`src/rtl/vga_sync_param_core.sv`:
```
// vga_sync_param_core: single-clock VGA sync core with stream FIFO, SOF frame resync, blank colour, test pattern and status regs
module vga_sync_param_core #(
  parameter int   CD       = 12,
  parameter int   HD       = 640,
  parameter int   HF       = 16,
  parameter int   HS       = 96,
  parameter int   HB       = 48,
  parameter int   VD       = 480,
  parameter int   VF       = 10,
  parameter int   VS       = 2,
  parameter int   VB       = 33,
  parameter logic SYNC_POL = 1'b0,
  parameter int   FIFO_AW  = 4
) (
  input  logic          clk,
  input  logic          reset,
  input  logic          cs,
  input  logic          write,
  input  logic [13:0]   addr,
  input  logic [31:0]   wr_data,
  output logic [31:0]   rd_data,
  input  logic [CD:0]   si_data,
  input  logic          si_valid,
  output logic          si_ready,
  output logic          hsync,
  output logic          vsync,
  output logic [CD-1:0] rgb,
  output logic          frame_start
);
  localparam int HT    = HD + HF + HS + HB;
  localparam int VT    = VD + VF + VS + VB;
  localparam int HW    = $clog2(HT);
  localparam int VW    = $clog2(VT);
  localparam int DEPTH = 2 ** FIFO_AW;
  localparam logic [1:0] ST_UNSYNC = 2'd0;
  localparam logic [1:0] ST_WAIT   = 2'd1;
  localparam logic [1:0] ST_SYNCED = 2'd2;
  logic            r_live, r_enable, r_test_pat, r_underflow;
  logic [CD-1:0]   r_blank;
  logic [1:0]      r_state, w_state_nx;
  logic [HW-1:0]   r_h;
  logic [VW-1:0]   r_v;
  logic [CD:0]     r_mem [DEPTH];
  logic [FIFO_AW:0] r_wp, r_rp;
  logic [CD:0]     w_head;
  logic [CD-1:0]   w_rgb;
  logic [CD+HW-1:0] w_hx;
  logic w_drain, w_active, w_origin, w_empty, w_full, w_sof, w_push, w_pop;
  logic w_uf, w_fs, w_hs, w_vs, w_wr, w_unused;
  assign w_wr     = cs && write;
  assign w_drain  = !r_enable || r_test_pat;
  assign w_active = r_h < HW'(HD) && r_v < VW'(VD);
  assign w_origin = r_h == '0 && r_v == '0;
  assign w_empty  = r_wp == r_rp;
  assign w_full   = r_wp == {~r_rp[FIFO_AW], r_rp[FIFO_AW-1:0]};
  assign w_head   = r_mem[r_rp[FIFO_AW-1:0]];
  assign w_sof    = !w_empty && w_head[CD];
  assign si_ready = r_live && (w_drain || !w_full);
  assign w_push   = si_valid && si_ready && !w_drain;
  assign w_hx     = {{CD{1'b0}}, r_h};
  assign w_hs     = r_enable && r_h >= HW'(HD + HF) && r_h <= HW'(HD + HF + HS - 1);
  assign w_vs     = r_enable && r_v >= VW'(VD + VF) && r_v <= VW'(VD + VF + VS - 1);
  assign w_unused = ^{addr, wr_data};
  assign rd_data  = addr[1:0] == 2'd0 ? {30'd0, r_test_pat, r_enable} :
                    addr[1:0] == 2'd1 ? 32'(r_blank) :
                    addr[1:0] == 2'd2 ? {30'd0, r_state == ST_SYNCED, r_underflow} : '0;
  // Only active pixels consume words once locked; UNSYNC discards everything up to the next SOF.
  always_comb begin
    w_state_nx = r_state;
    w_pop      = 1'b0;
    w_uf       = 1'b0;
    w_fs       = 1'b0;
    w_rgb      = '0;
    if (w_drain) begin
      w_state_nx = ST_UNSYNC;
      w_rgb      = (r_enable && w_active) ? w_hx[CD-1:0] : '0;
    end else if (r_state == ST_UNSYNC) begin
      w_rgb      = w_active ? r_blank : '0;
      w_state_nx = w_sof ? ST_WAIT : ST_UNSYNC;
      w_pop      = !w_empty && !w_sof;
    end else if (w_active && r_state == ST_WAIT) begin
      w_pop      = w_origin && w_sof;
      w_rgb      = w_pop ? w_head[CD-1:0] : r_blank;
      w_state_nx = w_pop ? ST_SYNCED : ST_WAIT;
      w_fs       = w_pop;
    end else if (w_active) begin
      w_uf       = w_empty;
      w_pop      = !w_empty && (w_origin == w_sof);
      w_rgb      = w_pop ? w_head[CD-1:0] : r_blank;
      w_state_nx = (w_empty || w_pop) ? ST_SYNCED : (w_origin ? ST_UNSYNC : ST_WAIT);
      w_fs       = w_origin && (w_empty || w_pop);
    end
  end
  always_ff @(posedge clk) begin
    if (!reset) begin
      r_live      <= 1'b0;
      r_enable    <= 1'b0;
      r_test_pat  <= 1'b0;
      r_blank     <= '0;
      r_underflow <= 1'b0;
      r_state     <= ST_UNSYNC;
      r_h         <= '0;
      r_v         <= '0;
      r_wp        <= '0;
      r_rp        <= '0;
      hsync       <= ~SYNC_POL;
      vsync       <= ~SYNC_POL;
      rgb         <= '0;
      frame_start <= 1'b0;
    end else begin
      r_live      <= 1'b1;
      r_state     <= w_state_nx;
      r_underflow <= w_uf || (r_underflow && !(w_wr && addr[1:0] == 2'd2 && wr_data[0]));
      if (w_wr && addr[1:0] == 2'd0) begin
        r_enable   <= wr_data[0];
        r_test_pat <= wr_data[1];
      end
      if (w_wr && addr[1:0] == 2'd1) r_blank <= wr_data[CD-1:0];
      if (!r_enable) begin
        r_h <= '0;
        r_v <= '0;
      end else if (r_h == HW'(HT - 1)) begin
        r_h <= '0;
        r_v <= (r_v == VW'(VT - 1)) ? '0 : r_v + VW'(1);
      end else begin
        r_h <= r_h + HW'(1);
      end
      if (w_drain) begin
        r_wp <= '0;
        r_rp <= '0;
      end else begin
        if (w_push) r_wp <= r_wp + (FIFO_AW+1)'(1);
        if (w_pop) r_rp <= r_rp + (FIFO_AW+1)'(1);
      end
      hsync       <= w_hs ? SYNC_POL : ~SYNC_POL;
      vsync       <= w_vs ? SYNC_POL : ~SYNC_POL;
      rgb         <= w_rgb;
      frame_start <= w_fs;
    end
  end
  always_ff @(posedge clk) begin
    if (w_push) r_mem[r_wp[FIFO_AW-1:0]] <= si_data;
  end
endmodule
```
`config.mk`:
```
export PLATFORM = sky130hd
export DESIGN_NAME = vga_sync_param_core
export DESIGN_NICKNAME = d
export VERILOG_FILES = /design/src/rtl/vga_sync_param_core.sv
export SDC_FILE = /design/constraint.sdc
export NUM_CORES = 1
export LEC_CHECK = 0
export ABC_CLOCK_PERIOD_IN_PS = 2950
export BUFFER_PORTS_ARGS = -buffer_cell sky130_fd_sc_hd__buf_2
export CORE_MARGIN = 2
export CORE_UTILIZATION = 53
export DETAILED_ROUTE_END_ITERATION = 16
export HOLD_SLACK_MARGIN = 0.02
export PLACE_DENSITY = 0.76
export SYNTH_ARGS = -nofsm -noshare
export SYNTH_HDL_FRONTEND = slang
export SYNTH_SLANG_ARGS = --single-unit
```
`constraint.sdc`:
```
create_clock -name clk -period 2.95 [get_ports clk]
set_input_delay 0.1475 -clock clk [delete_from_list [all_inputs] [get_ports clk]]
set_output_delay 0.1475 -clock clk [all_outputs]
set_load 0.01 [all_outputs]
```
Word level (Yosys, flattened, before mapping) --
Memory sizes are Yosys's and may differ from the RTL's. A register that Yosys moved wholly into a read port is not among the register bits. Cells that the tools add are included. W data, S select, Z words.
Storage, ports and cells: register bits 63, bits in latches 0, bits in writable memories 208, ROM bits 0, memories kept 1
Operators by class: $add $sub $neg 4, multipliers 0, div/mod/pow operators 0, magnitude comparators 6, eq/ne operators 9, shift-type cells 0, muxes and demuxes 36, bitwise gates (word level) 3, reductions and logical operators 41
Memory list:
- r_mem | depth 16, width 13, read ports 1, clocked after Yosys merged registers in 1, write ports 1, RTL line 43 | logic [CD:0] r_mem [DEPTH];
Operators with widths (count):
- $mux W12 | 9
- $logic_and A1 B1 Y1 | 22
- $add A10 B1 Y10 const B | 2
- $eq A10 B10 Y1 const B | 2
- $logic_not A10 Y1 | 2
- $mux W10 | 2
- $mux W1 | 17
- $mux W2 | 6
- $add A5 B1 Y5 const B | 2
- $eq A5 B5 Y1 | 2
- $ge A10 B10 Y1 const B | 1
- $ge A10 B9 Y1 const B | 1
- $le A10 B10 Y1 const B | 1
- $le A10 B9 Y1 const B | 1
- $lt A10 B10 Y1 const B | 1
- $lt A10 B9 Y1 const B | 1
- $mux W4 | 2
- $logic_not A1 Y1 | 6
- $reduce_or A3 Y1 | 2
- $eq A2 B1 Y1 const B | 2
- $eq A2 B2 Y1 const B | 2
- $logic_not A2 Y1 | 2
- $logic_or A1 B1 Y1 | 4
- $not A1 Y1 | 3
- 4 further kinds | 4

Logic depth before layout (Yosys ltp) --
depth after elaboration 11, mapped depth 13

Least setup slack after synthesis --
No wires, ideal clock.
kind register to register, from register with a tool-made name, to register rgb[5], library setup time 0.070 ns, arrival 2.910 ns, required time 2.880 ns, slack -0.030 ns, cell stages (with the launch flop) 14, path buffers 2, period minus slack after synthesis 2.980 ns, path through dfxtp_1 -> buf_6 -> mux4_2 -> mux2i_1 -> mux2i_1 -> nor2b_1 -> ha_1 -> nand3b_1 -> o31ai_1 -> a31oi_2 -> and2_0 -> clkbuf_1 -> a22oi_1 -> a21oi_1
RTL lines:
- end signal: assignment | RTL line 137 | rgb <= w_rgb;
- end: declaration | RTL line 27 | output logic [CD-1:0] rgb,

==> metrics.md <==
| Metric | Value |
|---|---|
| FF+latch count, synth | `275` |
| Via count | `6829` |
| Leading area contributor after synthesis | `edfxtp_1` |
| Hold Fails Final Rpt | `0` |
| DRT Pass-1 Iters | `5` |
| Most frequent cell after synthesis | `edfxtp_1` |
| Syn_area_per_cell | `14.8 µm²` |
| Crit-path slowest cell | `mux4_2` |
| Final Wtd Congestion | `0.840` |
| Antenna Nets Post-Route | `0` |
| Crit Path Class | `reg -> reg` |
| CP required | `3.36 ns` |
| Drt drc | `0` |
| CTS clock-pin slew for the worst setup and hold paths | `0.06 ns` |
| Wire length per cell | `21.0 µm` |
| Type of origin of the critical path | `flop` |
| Finished Layout Cells | `1182` |
| Crit-path max cell delay | `0.48 ns` |
| Initial DRC Count | `541` |
| Global route overflow | `0` |
| Die area | `22700 µm²` |
| Main synth FF type | `edfxtp_1` |
| CP arrival | `3.25 ns` |
| CTS tree | `built` |
| Rel. slew slack | `47.3%` |
| Unique masters post-synth | `52` |
| Crit Path Max Fanout | `7` |
| Initial core utilization | `54.1%` |
| DP Wirelength | `15.7 mm` |
| Area Overhead vs Synth | `16.7%` |
| DP Cell Count | `1104` |
| Drt total wl | `24.8 mm` |
| Antenna cell count | `0` |
| PwrDens | `572 nW/µm²` |
| Max-cap viol count | `0` |
| Port buffer count | `59` |
| Final Slew Violations | `0` |
| Clk root buf | `clkbuf_16` |
| Num rows | `53` |
| Vias/cell | `5.78` |
| Largest net degree at the start of global routing | `44` |
| Async set-reset flop share out of synthesis | `0%` |
| Min Tclk post-route | `2.84 ns` |
| GR Util All Layers | `22.1%` |
| Setup Skew | `0.00865 ns` |
| Initial antenna violation count | `0` |
| Synth top cells by count | `208 x edfxtp_1, 67 x dfxtp_1, 61 x nand2_1, 53 x nor2_1, 42 x mux2i_1` |
| Fin util | `63.1%` |
| Post-synth top area share | `54.7%` |
| Die Width | `151 µm` |
| Num ports | `112` |
| H-tree levels | `1` |
| Fill cell count | `1517` |
| Clock Latency Late Sink | `0.53 ns` |
| Clock sink count | `275` |
| Max Clk Rate | `352 MHz` |
| Crit-path cells | `buf_12, mux4_2, mux2i_1, mux2i_1, nor2b_2, ha_4, o31ai_4, a31oi_4, o32ai_4, nand4_2, mux2i_1` |
| Ranking of synthesized cells by area | `edfxtp_1 55%, dfxtp_1 12%, mux4_2 8.1%, mux2i_1 3.7%, nand2_1 2.0%` |
| Final period util | `96.2%` |
| Sequential share of the synthesized area | `66.5%` |
| Vias in the first global route | `6687` |
| Final net count | `963` |
| Syn Inst Count | `773` |
| Ys Warns | `0` |
| Tightest Pin Transition | `0.791 ns` |
| Status | `completed` |
| Post-Synthesis Cell Area | `11400 µm²` |
| First-pass GRT wire length | `37.8 mm` |
| DIE HEIGHT | `151 µm` |
| Pleak | `4.50 nW` |
| HP Class | `in -> reg` |
| Core area | `21100 µm²` |
| VDD IR max | `0.485 mV` |
| CP endpoint kind | `flop` |
| # setup viols final | `0` |
| CTS Buf Count | `26` |
| Critical Path Most Common Cell | `mux2i_1` |
| Layout cells sized above 1 | `21.6%` |
| EDFF count, synth | `208` |
| Maximum clock insertion buffer count | `3` |
==> path summary, 6_finish.rpt <==
check / startpoint / endpoint / slack, ns / cells past startpoint
worst max-delay path: flop / flop / 0.11 / 11
worst min-delay path: write / r_underflow$_SDFF_PN0_ / 0.07 / 4
worst max register to register: flop / flop / 0.11 / 11
worst min register to register: r_blank[10]$_SDFFE_PN0P_ / r_blank[10]$_SDFFE_PN0P_ / 0.50 / 2
==> where the power goes <==
part           total, W  switching, W  leakage (nW)  internal [W]
logic          0.000140     0.0000866          1.69     0.0000531
registers       0.00416    0.00000494          2.41       0.00416
clock network   0.00332       0.00136         0.407       0.00196
==> timing repair <==
item / in CTS / in global routing
gates cloned: 0 / 0
buffers inserted: 1 / 4
pin swaps: 1 / 1
gates resized for setup: 3 / 10
endpoints found under the setup margin: 10 / 22
hold buffers: 27 / 0
hold endpoints to repair: 225 / 0
==> layer usage <==
layer / wire length [µm] / global-route usage (%)
met2: 12400 / 37.9
met3: 1900 / 3.45
met4: 575 / 6.12
met1: 9930 / 29.5
met5: 0 / 0
==> placed cells by master (no fill, tap or decap), types with 4 or more instances in the layout <==
cell	count
or3_1	5
a21oi_1	22
nand4_1	9
nor3_1	6
nand2b_1	9
clkbuf_1	5
mux4_2	43
nor2b_1	7
nand2_1	61
a21boi_0	13
conb_1	20
nor2_1	53
xor2_1	14
edfxtp_1	208
clkbuf_16	26
buf_2	59
nand3_1	19
dlygate4sd3_1	27
nor3_2	5
mux2i_1	42
clkinv_1	7
dfxtp_1	65
a221oi_1	9
and2_1	13
inv_1	12
xnor2_1	11
o311ai_0	5
a22oi_1	9
a221o_1	7
and3_1	7
bufinv_16	4
buf_4	41
o21ai_0	16
a22o_1	5
ha_1	9
==> final cells by class <==
type,instances,area [µm²],share of cell area (%)
inverters,13,48.8,0.366
clock buffers,31,669,5.03
well taps,275,344,2.58
multi-input cells,445,3590,26.9
repair buffers,128,893,6.71
clock inverters,15,181,1.36
flip-flops and latches,275,7590,57.0
==> worst max-delay path, delay by kind of cell, from the launching register on <==
family	cells	cell delay (ns)
mux	4	0.95
compound gates	3	0.59
simple gates	2	0.41
flops	1	0.40
fa+ha+maj	1	0.25
buf+inv	1	0.11
==> state kept, by name (all words and copies together), names as in the netlist, 2 cells and up, named ones only <==
name and cells:
r_rp 5, r_mem 208, r_state 2, r_v 10, r_wp 5, rgb 12
r_h 10, r_blank 12
==> metrics by stage <==
step | power (W) | worst slack (ns) | hold WS [ns] | area [µm²] | setup TNS, ns
6_report | 0.00762 | 0.113 | 0.0652 | 13300 | 0
5_1_grt | 0.00782 | -0.00331 | 0.0747 | 13300 | -0.00448
4_1_cts | 0.00767 | 0.0411 | 0.0446 | 13200 | 0
3_5_place_dp | 0.00436 | -0.0634 | 0.412 | 12100 | -0.246
3_3_place_gp | 0.00435 | 0.0429 | 0.403 | 12100 | 0
2_1_floorplan | 0.00431 | 0.0382 | 0.175 | 11500 | 0
==> cells by family after synthesis <==
group	count (synthesis)	synth area share (%)
other cells	1	0.0329
compound gates	97	6.19
xor+xnor	26	2.00
fa+ha+maj	10	1.10
flops	275	66.5
simple gates	207	8.69
buf+inv	72	3.26
mux	85	12.2
No activity file was read; power rests on OpenSTA's default activity.
